===== src/rtl/accelerator_write_heads_parser.sv =====
// Write-heads parser: splits a serial xi stream into per-field strobed buses.
// Optional macro ACCELERATOR_WRITE_HEADS_CLAMP_EN saturates E/GA/GW to [0, ONE].
module accelerator_write_heads_parser #(
    parameter int DATA_SIZE    = 64,
    parameter int CONTROL_SIZE = 64,
    parameter int HEADS        = 4,
    parameter int W_MAX        = 64,
    parameter int FRAC         = 32
) (
    input  logic                    CLK,
    input  logic                    RST,
    input  logic                    START,
    output logic                    READY,
    input  logic [CONTROL_SIZE-1:0] SIZE_W_IN,
    input  logic                    XI_IN_ENABLE,
    input  logic [DATA_SIZE-1:0]    XI_IN,
    output logic [CONTROL_SIZE-1:0] HEAD_OUT,
    output logic [CONTROL_SIZE-1:0] INDEX_OUT,
    output logic                    K_OUT_ENABLE,
    output logic [DATA_SIZE-1:0]    K_OUT,
    output logic                    BETA_OUT_ENABLE,
    output logic [DATA_SIZE-1:0]    BETA_OUT,
    output logic                    E_OUT_ENABLE,
    output logic [DATA_SIZE-1:0]    E_OUT,
    output logic                    V_OUT_ENABLE,
    output logic [DATA_SIZE-1:0]    V_OUT,
    output logic                    GA_OUT_ENABLE,
    output logic [DATA_SIZE-1:0]    GA_OUT,
    output logic                    GW_OUT_ENABLE,
    output logic [DATA_SIZE-1:0]    GW_OUT
);

    typedef enum logic [2:0] {
        IDLE, K, BETA, E, V, GA, GW
    } state_t;

    localparam logic [CONTROL_SIZE-1:0] WMAX_C = CONTROL_SIZE'(W_MAX);
    localparam logic [CONTROL_SIZE-1:0] LAST_H = CONTROL_SIZE'(HEADS - 1);

    state_t                  state_q, state_d;
    logic [CONTROL_SIZE-1:0] ws_q, ws_d;
    logic [CONTROL_SIZE-1:0] head_q, head_d;
    logic [CONTROL_SIZE-1:0] idx_q, idx_d;
    logic [CONTROL_SIZE-1:0] ws_start;
    logic                    idx_last;
    logic [DATA_SIZE-1:0]    sat_in;

    logic                    ready_d;
    logic [CONTROL_SIZE-1:0] head_out_d, index_out_d;
    logic                    k_en_d, beta_en_d, e_en_d, v_en_d, ga_en_d, gw_en_d;
    logic [DATA_SIZE-1:0]    k_d, beta_d, e_d, v_d, ga_d, gw_d;

`ifdef ACCELERATOR_WRITE_HEADS_CLAMP_EN
    localparam logic [DATA_SIZE-1:0] ONE =
        {{(DATA_SIZE-1){1'b0}}, 1'b1} << FRAC;

    // Saturate gate/erase words to [0, ONE] ahead of the output register
    always_comb begin
        sat_in = XI_IN;
        if (XI_IN[DATA_SIZE-1])
            sat_in = '0;
        else if (XI_IN > ONE)
            sat_in = ONE;
    end
`else
    assign sat_in = XI_IN;
`endif

    assign ws_start = (SIZE_W_IN > WMAX_C) ? WMAX_C : SIZE_W_IN;
    assign idx_last = (idx_q == ws_q - 1'b1);

    // State, counters and registered outputs
    always_ff @(posedge CLK or negedge RST) begin
        if (!RST) begin
            state_q         <= IDLE;
            ws_q            <= '0;
            head_q          <= '0;
            idx_q           <= '0;
            READY           <= 1'b0;
            HEAD_OUT        <= '0;
            INDEX_OUT       <= '0;
            K_OUT_ENABLE    <= 1'b0;
            BETA_OUT_ENABLE <= 1'b0;
            E_OUT_ENABLE    <= 1'b0;
            V_OUT_ENABLE    <= 1'b0;
            GA_OUT_ENABLE   <= 1'b0;
            GW_OUT_ENABLE   <= 1'b0;
            K_OUT           <= '0;
            BETA_OUT        <= '0;
            E_OUT           <= '0;
            V_OUT           <= '0;
            GA_OUT          <= '0;
            GW_OUT          <= '0;
        end else begin
            state_q         <= state_d;
            ws_q            <= ws_d;
            head_q          <= head_d;
            idx_q           <= idx_d;
            READY           <= ready_d;
            HEAD_OUT        <= head_out_d;
            INDEX_OUT       <= index_out_d;
            K_OUT_ENABLE    <= k_en_d;
            BETA_OUT_ENABLE <= beta_en_d;
            E_OUT_ENABLE    <= e_en_d;
            V_OUT_ENABLE    <= v_en_d;
            GA_OUT_ENABLE   <= ga_en_d;
            GW_OUT_ENABLE   <= gw_en_d;
            K_OUT           <= k_d;
            BETA_OUT        <= beta_d;
            E_OUT           <= e_d;
            V_OUT           <= v_d;
            GA_OUT          <= ga_d;
            GW_OUT          <= gw_d;
        end
    end

    // Next-state, counter and output decode; stalls when no xi word
    always_comb begin
        state_d     = state_q;
        ws_d        = ws_q;
        head_d      = head_q;
        idx_d       = idx_q;
        ready_d     = 1'b0;
        head_out_d  = HEAD_OUT;
        index_out_d = INDEX_OUT;
        k_en_d      = 1'b0;
        beta_en_d   = 1'b0;
        e_en_d      = 1'b0;
        v_en_d      = 1'b0;
        ga_en_d     = 1'b0;
        gw_en_d     = 1'b0;
        k_d         = K_OUT;
        beta_d      = BETA_OUT;
        e_d         = E_OUT;
        v_d         = V_OUT;
        ga_d        = GA_OUT;
        gw_d        = GW_OUT;

        case (state_q)
            IDLE: begin
                if (START) begin
                    ws_d    = ws_start;
                    head_d  = '0;
                    idx_d   = '0;
                    state_d = (ws_start == '0) ? BETA : K;
                end
            end
            K: begin
                if (XI_IN_ENABLE) begin
                    k_en_d      = 1'b1;
                    k_d         = XI_IN;
                    head_out_d  = head_q;
                    index_out_d = idx_q;
                    if (idx_last) begin
                        idx_d   = '0;
                        state_d = BETA;
                    end else begin
                        idx_d = idx_q + 1'b1;
                    end
                end
            end
            BETA: begin
                if (XI_IN_ENABLE) begin
                    beta_en_d   = 1'b1;
                    beta_d      = XI_IN;
                    head_out_d  = head_q;
                    index_out_d = '0;
                    state_d     = (ws_q == '0) ? GA : E;
                end
            end
            E: begin
                if (XI_IN_ENABLE) begin
                    e_en_d      = 1'b1;
                    e_d         = sat_in;
                    head_out_d  = head_q;
                    index_out_d = idx_q;
                    if (idx_last) begin
                        idx_d   = '0;
                        state_d = V;
                    end else begin
                        idx_d = idx_q + 1'b1;
                    end
                end
            end
            V: begin
                if (XI_IN_ENABLE) begin
                    v_en_d      = 1'b1;
                    v_d         = XI_IN;
                    head_out_d  = head_q;
                    index_out_d = idx_q;
                    if (idx_last) begin
                        idx_d   = '0;
                        state_d = GA;
                    end else begin
                        idx_d = idx_q + 1'b1;
                    end
                end
            end
            GA: begin
                if (XI_IN_ENABLE) begin
                    ga_en_d     = 1'b1;
                    ga_d        = sat_in;
                    head_out_d  = head_q;
                    index_out_d = '0;
                    state_d     = GW;
                end
            end
            GW: begin
                if (XI_IN_ENABLE) begin
                    gw_en_d     = 1'b1;
                    gw_d        = sat_in;
                    head_out_d  = head_q;
                    index_out_d = '0;
                    if (head_q == LAST_H) begin
                        ready_d = 1'b1;
                        state_d = IDLE;
                    end else begin
                        head_d  = head_q + 1'b1;
                        state_d = (ws_q == '0) ? BETA : K;
                    end
                end
            end
            default: state_d = IDLE;
        endcase
    end

endmodule

===== config.mk =====
export PLATFORM = sky130hd
export DESIGN_NAME = accelerator_write_heads_parser
export DESIGN_NICKNAME = d
export VERILOG_FILES = /design/src/rtl/accelerator_write_heads_parser.sv
export SDC_FILE = /design/constraint.sdc
export NUM_CORES = 1
export LEC_CHECK = 0
export ABC_CLOCK_PERIOD_IN_PS = 4750
export CORE_AREA = 2 2 256 258
export CTS_CLUSTER_DIAMETER = 50
export DETAILED_ROUTE_END_ITERATION = 16
export DIE_AREA = 0 0 258 260
export PLACE_DENSITY = 0.75
export SKIP_LAST_GASP = 1
export SLEW_MARGIN = 40
export SYNTH_ARGS = -nofsm -noshare
export SYNTH_HDL_FRONTEND = slang
export SYNTH_SLANG_ARGS = --single-unit

===== constraint.sdc =====
create_clock -name CLK -period 4.75 [get_ports CLK]
set_clock_uncertainty 0.1 [all_clocks]
set_input_delay 0.95 -clock CLK [delete_from_list [all_inputs] [get_ports CLK]]
set_output_delay 0.95 -clock CLK [all_outputs]
set_load 0.05 [all_outputs]

### Yosys cells after proc, flatten, opt, wreduce, memory -nomap -nowiden

Index checks and enable logic that the tools add are counted.

* bits of input ports: 132
* bits in registers: 714
* memories: 0
* latch bits: 0
* bits in read-only memories: 0
* RAM bits: 0
* output and inout port bits: 519

* eq/ne operators: 21
* mux-type cells: 36
* $add $sub $neg: 3
* bitwise operators: 0
* order comparisons: 1
* reduce and logical (&&, ||, !) cells: 21
* divide/modulo/power cells: 0
* multipliers: 0
* shift operators: 0

Operator list (count)
* $mux W64: 8
* $pmux W64 S2: 3
* $add A64 B1 Y64 const B: 2
* $logic_not A64 Y1: 2
* $eq A64 B2 Y1 const B: 1
* $eq A64 B64 Y1: 1
* $gt A64 B7 Y1 const B: 1
* $sub A64 B1 Y64 const B: 1
* $mux W3: 11
* $ne A2 B2 Y1 const B: 11
* $pmux W3 S7: 1
* $reduce_and A2 Y1: 8
* $mux W1: 10
* $reduce_and A10 Y1: 1
* $eq A3 B3 Y1 const B: 3
* $eq A3 B2 Y1 const B: 2
* $mux W2: 3
* $reduce_and A3 Y1: 2
* $reduce_bool A2 Y1: 3
* $reduce_or A3 Y1: 2
* $reduce_or A6 Y1: 1
* $ne A2 B1 Y1 const B: 2
* $reduce_and A4 Y1: 1
* $eq A3 B1 Y1 const B: 1
* $logic_not A3 Y1: 1

### Depth between registers and ports, before layout

Gate-level depths: netlist (run 1).

* depth after elaboration: 6
* mapped depth: 15
* gate-level depth less buffers: 12

### Worst setup path after synthesis (run 1)

OpenSTA, ideal clock, no wires.

* path kind: reg2reg
* start: register ws_q[21]
* end: register idx_q[16]
* buffers on the path: 3
* slack: 761 ps
* setup time: 119 ps
* data arrival time: 3770 ps
* cell stages (with the launch flop): 14
* path through: dfrtp_1 -> or4_1 -> clkbuf_1 -> nor4_1 -> nand2_1 -> or4_1 -> xnor2_1 -> a2111oi_0 -> nand4_1 -> o31ai_4 -> and2_1 -> buf_4 -> buf_4 -> nor2_1

* word-level cells in the longest chain between the ends: 5

Ends and longest elaborated chain
* start, declared: RTL line 41 `logic [CONTROL_SIZE-1:0] ws_q, ws_d;`
* start signal, assigned: RTL line 96 `ws_q <= ws_d;`
* $sub A64 B1 Y64: RTL line 70 `assign idx_last = (idx_q == ws_q - 1'b1);`
* $eq A64 B64 Y1: RTL line 70
* $mux W64: RTL line 154, 177, 191
* $mux W64: RTL line 172 `if (XI_IN_ENABLE) begin`
* $pmux W64 S2: RTL line 139 `case (state_q)`
* end signal, assigned: RTL line 98 `idx_q <= idx_d;`
* end, declared: RTL line 43 `logic [CONTROL_SIZE-1:0] idx_q, idx_d;`

No other way between the ends. The select of a mux whose other input is x is not followed.
A chain may end at the register's enable or synchronous reset.

### Worst setup path in the final report (run 1)

* start: register ws_q[0]
* end: register idx_q[60]

The elaborated chain is that of the path after synthesis.

==> out/results.txt, run 1 <==
EDFF count, synth: 0
Boundary Pins: 651
Rel. slew slack: 41.9%
Post-DR wirelength/cell: 22.6 um
NetSw: 3.34 mW
Routed vias/inst: 5.43
Unrepaired setup endpoints after global routing: no
DRT antenna net count: 0
Maximum root-to-sink buffer count: 3
Status: completed
CTS Sinks: 714
Setup tns final: 0 ns
Critical path's largest stage delay: 0.60 ns
Maximum vdd ir drop: 0.315 mV
Commonest non-fill, non-tap cells in the layout: nand2_1, dfrtp_1, clkdlybuf4s50_1
Routability Congestion: 0.922
Final setup viols: 0
Violation count after the first detailed-route iteration: 2172
Ys async rst share: 100%
# port buffers: 650
Clock slew at reported path FFs: 0.06 ns
Placed cells: 4318
Core area: 64100 um2
CTS Buf Count: 80
Clock share of power: 46.3%
Top_reg_cell synth: dfrtp_1
Number of antenna violations at the first check in global routing: 8
FP Rows: 93
Max-cap violations: 0
Yosys reg bits: 714
Worst Hold Class: in -> async
Crit-path slowest cell: or4b_1
# DRC: 0
Final nets: 3682
Pre-Repair DR Iteration Count: 7
Final Hold Vio Count: 0
Worst-Margin Slew: 0.864 ns
Power share of the sequential group: 46.2%
Avg Inst Size Synth: 10.5 um2
P_int: 10.2 mW
Die X: 258 um
Die ar.: 67100 um2
Post-Synthesis Cells: 2910
Critical Path RT: 5.14 ns
H-tree depth reported by CTS: 3
Seq/Total Area, Yosys: 58.5%
Synth warn: 0
Cell Pwr Density: 332 nW/um2
CTS tree: built
Most common cell after layout, fill and taps aside: nand2_1
Final period util: 93.3%
Most frequent CP cell: nor4_1
Switching share of power: 24.6%
Critical Path Source Type: flip-flop
Layout cell share with drive strength beyond 1: 13.0%
Synth Cell Area: 30500 um2
Die Height: 260 um
Maximum clock frequency: 226 MHz
DP Wirelength: 71.4 mm
CTS Hold Buffers Added: 0
Area growth from synthesis to layout: 33.9%
Cells along the critical path: inv_1 -> ha_1 -> or4b_1 -> nor4_1 -> and3_1 -> nand3_1 -> xnor2_1 -> nor4_1 -> nand4_2 -> o31ai_4 -> and2_2 -> buf_4 -> nor2_1
Vias: 24300
Root cell of the clock tree: clkbuf_16
Postcts setup bufs: 0
Clock Latency Late Sink: 0.63 ns
Initial core utilization: 47.6%
Setup CP Type: reg -> reg
Non-Filler Instances: 4465
Slew Limit Fails: 0
Crit path arrival time: 4.83 ns
Crit. End Element: flip-flop
GR Overflow Total: 0
Min Tclk post-route: 4.43 ns
Leak: 19.1 nW
Vias in the first global route: 24600
Comb pwr share: 7.5%
WL final: 101 mm
Largest net degree at the start of global routing: 107
Worst hold margin: 0.110 ns
Post-cts resize count: 0
First-pass GRT wire length: 153 mm
Synth Net Count: 3046
CP max FO: 29
Synth unique cells: 68
Gr usage total: 29.9%
-- through the flow --
step	instance area (um2)	setup slack (ns)	power (mW)	util, %
final	40900	0.318	13.6	63.8
after global routing	40900	0.0600	14.0	63.8
after CTS	40900	0.191	13.7	63.7
after detailed placement	38200	0.204	7.40	59.6
after global placement	38100	0.247	7.39	59.5
after floorplan	30500	0.761	6.83	-
-- synthesized netlist by cell type (3+ instances only) --
master | n | area (um2)
o21ai_0 | 105 | 526
nor4_2 | 5 | 62.6
a31oi_1 | 5 | 31.3
nand3b_1 | 4 | 30.0
nand2_1 | 811 | 3040
nor2_1 | 173 | 649
or3_1 | 18 | 113
and4_1 | 14 | 123
mux2_2 | 251 | 2830
and2_1 | 15 | 93.8
or4_1 | 13 | 97.6
nand3_1 | 68 | 340
buf_1 | 14 | 52.6
a21oi_1 | 30 | 150
and3_1 | 33 | 206
xnor2_1 | 115 | 1010
xor2_1 | 89 | 780
inv_1 | 25 | 93.8
nor4_1 | 60 | 375
o211ai_1 | 7 | 52.6
ha_1 | 4 | 50.1
a2111oi_0 | 3 | 26.3
o22ai_1 | 4 | 25.0
nor3_1 | 40 | 200
nand2b_1 | 4 | 25.0
nor2b_1 | 61 | 382
a211oi_1 | 4 | 30.0
or2_2 | 5 | 31.3
clkbuf_1 | 127 | 477
nand4_1 | 32 | 200
buf_4 | 3 | 22.5
nor4b_1 | 6 | 52.6
dfrtp_1 | 714 | 17900
buf_6 | 6 | 67.6
-- critical path, delay by kind of cell (launching register included) --
family,cells,cell delay [ns]
compound gates,1,0.47
xor+xnor,1,0.16
fa+ha+maj,1,0.28
buf+inv,2,0.45
flops,1,0.43
simple gates,8,2.39
-- flip-flops by register name, indices dropped and copies added, names as in the netlist, 3 cells and up --
signal     cells
idx_q         64
head_q        64
BETA_OUT      64
state_q        3
K_OUT         64
GW_OUT        64
HEAD_OUT      64
E_OUT         64
V_OUT         64
GA_OUT        64
INDEX_OUT     64
ws_q          64
-- power by group through the flow --
| stage | Combinational, mW | Sequential, mW | Clock, mW |
|---|---|---|---|
| global placement | 1.01 | 6.37 | 0 |
| global route | 1.08 | 6.28 | 6.61 |
| finish | 1.02 | 6.27 | 6.29 |
| detailed placement | 1.02 | 6.38 | 0 |
| floorplan | 0.215 | 6.61 | 0 |
| CTS | 1.02 | 6.27 | 6.36 |
-- worst paths after layout --
kind	end	depth (start not counted)	from	slack (ns)
max reg2reg	idx_q[60]	13	ws_q[0]	0.32
min reg2reg	GW_OUT[9]	2	GW_OUT[9]	0.37
min in group CLK	GW_OUT[9]	2	GW_OUT[9]	0.37
max in group asynchronous	BETA_OUT[24]	3	RST	3.17
max	idx_q[60]	13	ws_q[0]	0.32
min	INDEX_OUT[14]	1	RST	0.11
-- kinds of logic (layout without fill, tap and decap cells) --
group	after synthesis	count (layout)	synth area share (%)
simple gates	1381	1381	20.4
flops	714	714	58.5
mux	254	254	9.35
xor+xnor	204	204	5.85
compound gates	178	178	3.39
buf+inv	175	868	2.33
fa+ha+maj	4	4	0.164
other cells	0	7	0
-- routing by layer --
| metal | part of all wire (%) | routed length, um | global-route usage (%) | up-vias |
|---|---|---|---|---|
| li1 | - | - | - | 11000 |
| met1 | 40 | 40200 | 37.7 | 12200 |
| met2 | 48 | 48600 | 48.4 | 887 |
| met3 | 8.0 | 8140 | 7.88 | 218 |
| met4 | 4.2 | 4240 | 13.8 | 0 |
| met5 | 0 | 0 | 0 | - |
-- area by class of cell --
cell class / count / area (um2)
fill: 4987 / 23200
sequential: 714 / 17900
multi-input combinational: 2021 / 12000
timing repair buffer: 704 / 7150
clock buffer: 109 / 2270
tap: 855 / 1070
clock inverter: 30 / 409
inverter: 25 / 93.8
antenna: 7 / 17.5
Note: power is estimated with default switching activity, not from simulation.
==> inputs of run 2 (changes only) <==
Settings changed: PLACE_DENSITY 0.75 to not set, PLACE_DENSITY_LB_ADDON set to 0.12.
==> run 2 against run 1 <==
Effect of this change:
- cell area grew 0.45%
- global-route usage grew 1.3 points
- non-clock buffer count shrank 1
- cell count grew 0.40%
- sequential power is essentially flat
==> out/results.txt, run 2 (synthesis results as in run 1) <==
Die ar.: 67100 um2 (unchanged)
Leak: 19.2 nW (+0.54%)
Root cell of the clock tree: clkbuf_16
Multi-input gate area: 12000 um2 (about the same)
Min Tclk post-route: 4.46 ns (+0.0306 ns)
CTS Hold Buffers Added: 0 (unchanged)
Commonest non-fill, non-tap cells in the layout: nand2_1, dfrtp_1, clkdlybuf4s50_1
Final core utilization: 64.1% (+0.29 points)
R2r startpoint: ws_q[5]
Most common cell after layout, fill and taps aside: nand2_1
DP Wirelength: 74.6 mm (+4.4%)
GR Overflow Total: 0 (unchanged)
Number of antenna violations at the first check in global routing: 13 (+5)
DRT antenna net count: 0 (unchanged)
Placed cells: 4317 (-0.023%)
Final period util: 94.0% (+0.64 points)
Status: completed
FF-to-FF path depth: 11 (-2)
Die X: 258 um (unchanged)
Gr usage total: 31.1% (+1.3 points)
Worst flop-to-flop path endpoint: idx_q[58]
Crit path arrival time: 4.87 ns (+0.04 ns)
Pre-Repair DR Iteration Count: 5 (-2)
H-tree depth reported by CTS: 3 (unchanged)
Filler cells: 5074 (+1.7%)
Setup CP Type: reg -> reg
Maximum root-to-sink buffer count: 3 (unchanged)
Violation count after the first detailed-route iteration: 1765 (-19%)
CP max FO: 61 (+110%)
Crit. End Element: flip-flop
Core area: 64100 um2 (unchanged)
Setup tns final: 0 ns (unchanged)
Maximum vdd ir drop: 0.317 mV (+0.85%)
FP Rows: 93 (unchanged)
Largest net degree at the start of global routing: 199 (+86%)
WL final: 105 mm (+3.6%)
Vias in the first global route: 24900 (+0.96%)
Routed vias/inst: 5.40 (-0.64%)
Slew Limit Fails: 0 (unchanged)
Layout cell share with drive strength beyond 1: 13.4% (+0.36 points)
Boundary Pins: 651 (unchanged)
Vias: 24200 (-0.24%)
# DRC: 0 (unchanged)
Area growth from synthesis to layout: 34.5%
Critical Path Source Type: flip-flop
CTS tree: built
Cell Pwr Density: 339 nW/um2 (+2.2%)
Final nets: 3684 (+0.054%)
CTS Sinks: 714 (unchanged)
Initial core utilization: 47.6% (unchanged)
Critical Path RT: 5.16 ns (+0.02 ns)
Clock Latency Late Sink: 0.63 ns (about the same)
Routability Congestion: 0.927 (+0.56%)
Worst R2R Setup Slack: 0.29 ns (-0.03 ns)
First-pass GRT wire length: 159 mm (+3.7%)
Worst Hold Class: in -> async
Worst-Margin Slew: 0.802 ns (-0.0619 ns)
Post-DR wirelength/cell: 23.4 um (+3.2%)
Final setup viols: 0 (unchanged)
Non-Filler Instances: 4483 (+0.40%)
# port buffers: 650 (unchanged)
Register area: 17900 um2 (unchanged)
Unrepaired setup endpoints after global routing: no
Clock slew at reported path FFs: 0.06 ns (about the same)
CTS Buf Count: 83 (+3.8%)
Max-cap violations: 0 (unchanged)
Die Height: 260 um (unchanged)
Maximum clock frequency: 224 MHz (-0.69%)
Final Hold Vio Count: 0 (unchanged)
Rel. slew slack: 46.1% (+4.2 points)
==> run 2: timing repair <==
item / CTS / global route
buffers inserted: 0 / 0
setup endpoints to repair: 0 / 45
gates resized for setup: 0 / 1
==> run 2: metal layers <==
metal	vias to the layer above	share of wire [%]	track usage (%)
li1	11000	-	-
met4	2	4.4	14.2
met2	801	49	51.2
met3	199	7.5	8.65
met1	12200	39	38.4
met5	-	0.011	0
==> run 2: layout make-up <==
class	count	area share, %
multi-input cells	2021	29.3
flip-flops and latches	714	43.5
repair buffers	703	17.3
well taps	855	2.60
diodes	11	0.0670
clock buffers	115	5.81
clock inverters	39	1.22
inverters	25	0.228
==> run 2: critical path: stages, from the launching register on <==
cell,delay [ns]
dfrtp_1,0.46
nor4_1,0.66
and4b_1,0.41
nand2_1,0.10
or4_1,0.51
xnor2_1,0.15
a2111oi_0,0.49
nand4_1,0.32
o31ai_4,0.47
and2_2,0.25
buf_12,0.23
nor2_1,0.10
==> run 2: how the worst max path moves through the flow <==
stage	startpoint	to	slack [ns]	cells after the start
4_1_cts	ws_q[12]	idx_q[24]	0.16	11
3_3_place_gp	ws_q[12]	idx_q[63]	0.24	11
5_1_grt	ws_q[0]	idx_q[58]	0.05	13
2_1_floorplan	ws_q[21]	idx_q[16]	0.76	13
6_report	ws_q[5]	idx_q[58]	0.29	11
3_5_place_dp	ws_q[12]	idx_q[55]	0.21	11
==> run 2: power by group <==
part	internal (mW)	switching, mW
Clock	3.95	2.70
Combinational	0.355	0.659
Sequential	6.18	0.101
Total	10.5	3.46
==> run 2: per-stage QoR <==
stage / instance area [um2] / hold WS, ns / worst slack [ns] / power [mW]
floorplan: 30500 / 0.397 / 0.761 / 6.83
global placement: 38100 / 0.358 / 0.244 / 7.39
detailed placement: 38100 / 0.361 / 0.212 / 7.41
CTS: 41000 / 0.183 / 0.158 / 14.0
global route: 41100 / 0.207 / 0.0541 / 14.4
finish: 41100 / 0.182 / 0.287 / 13.9
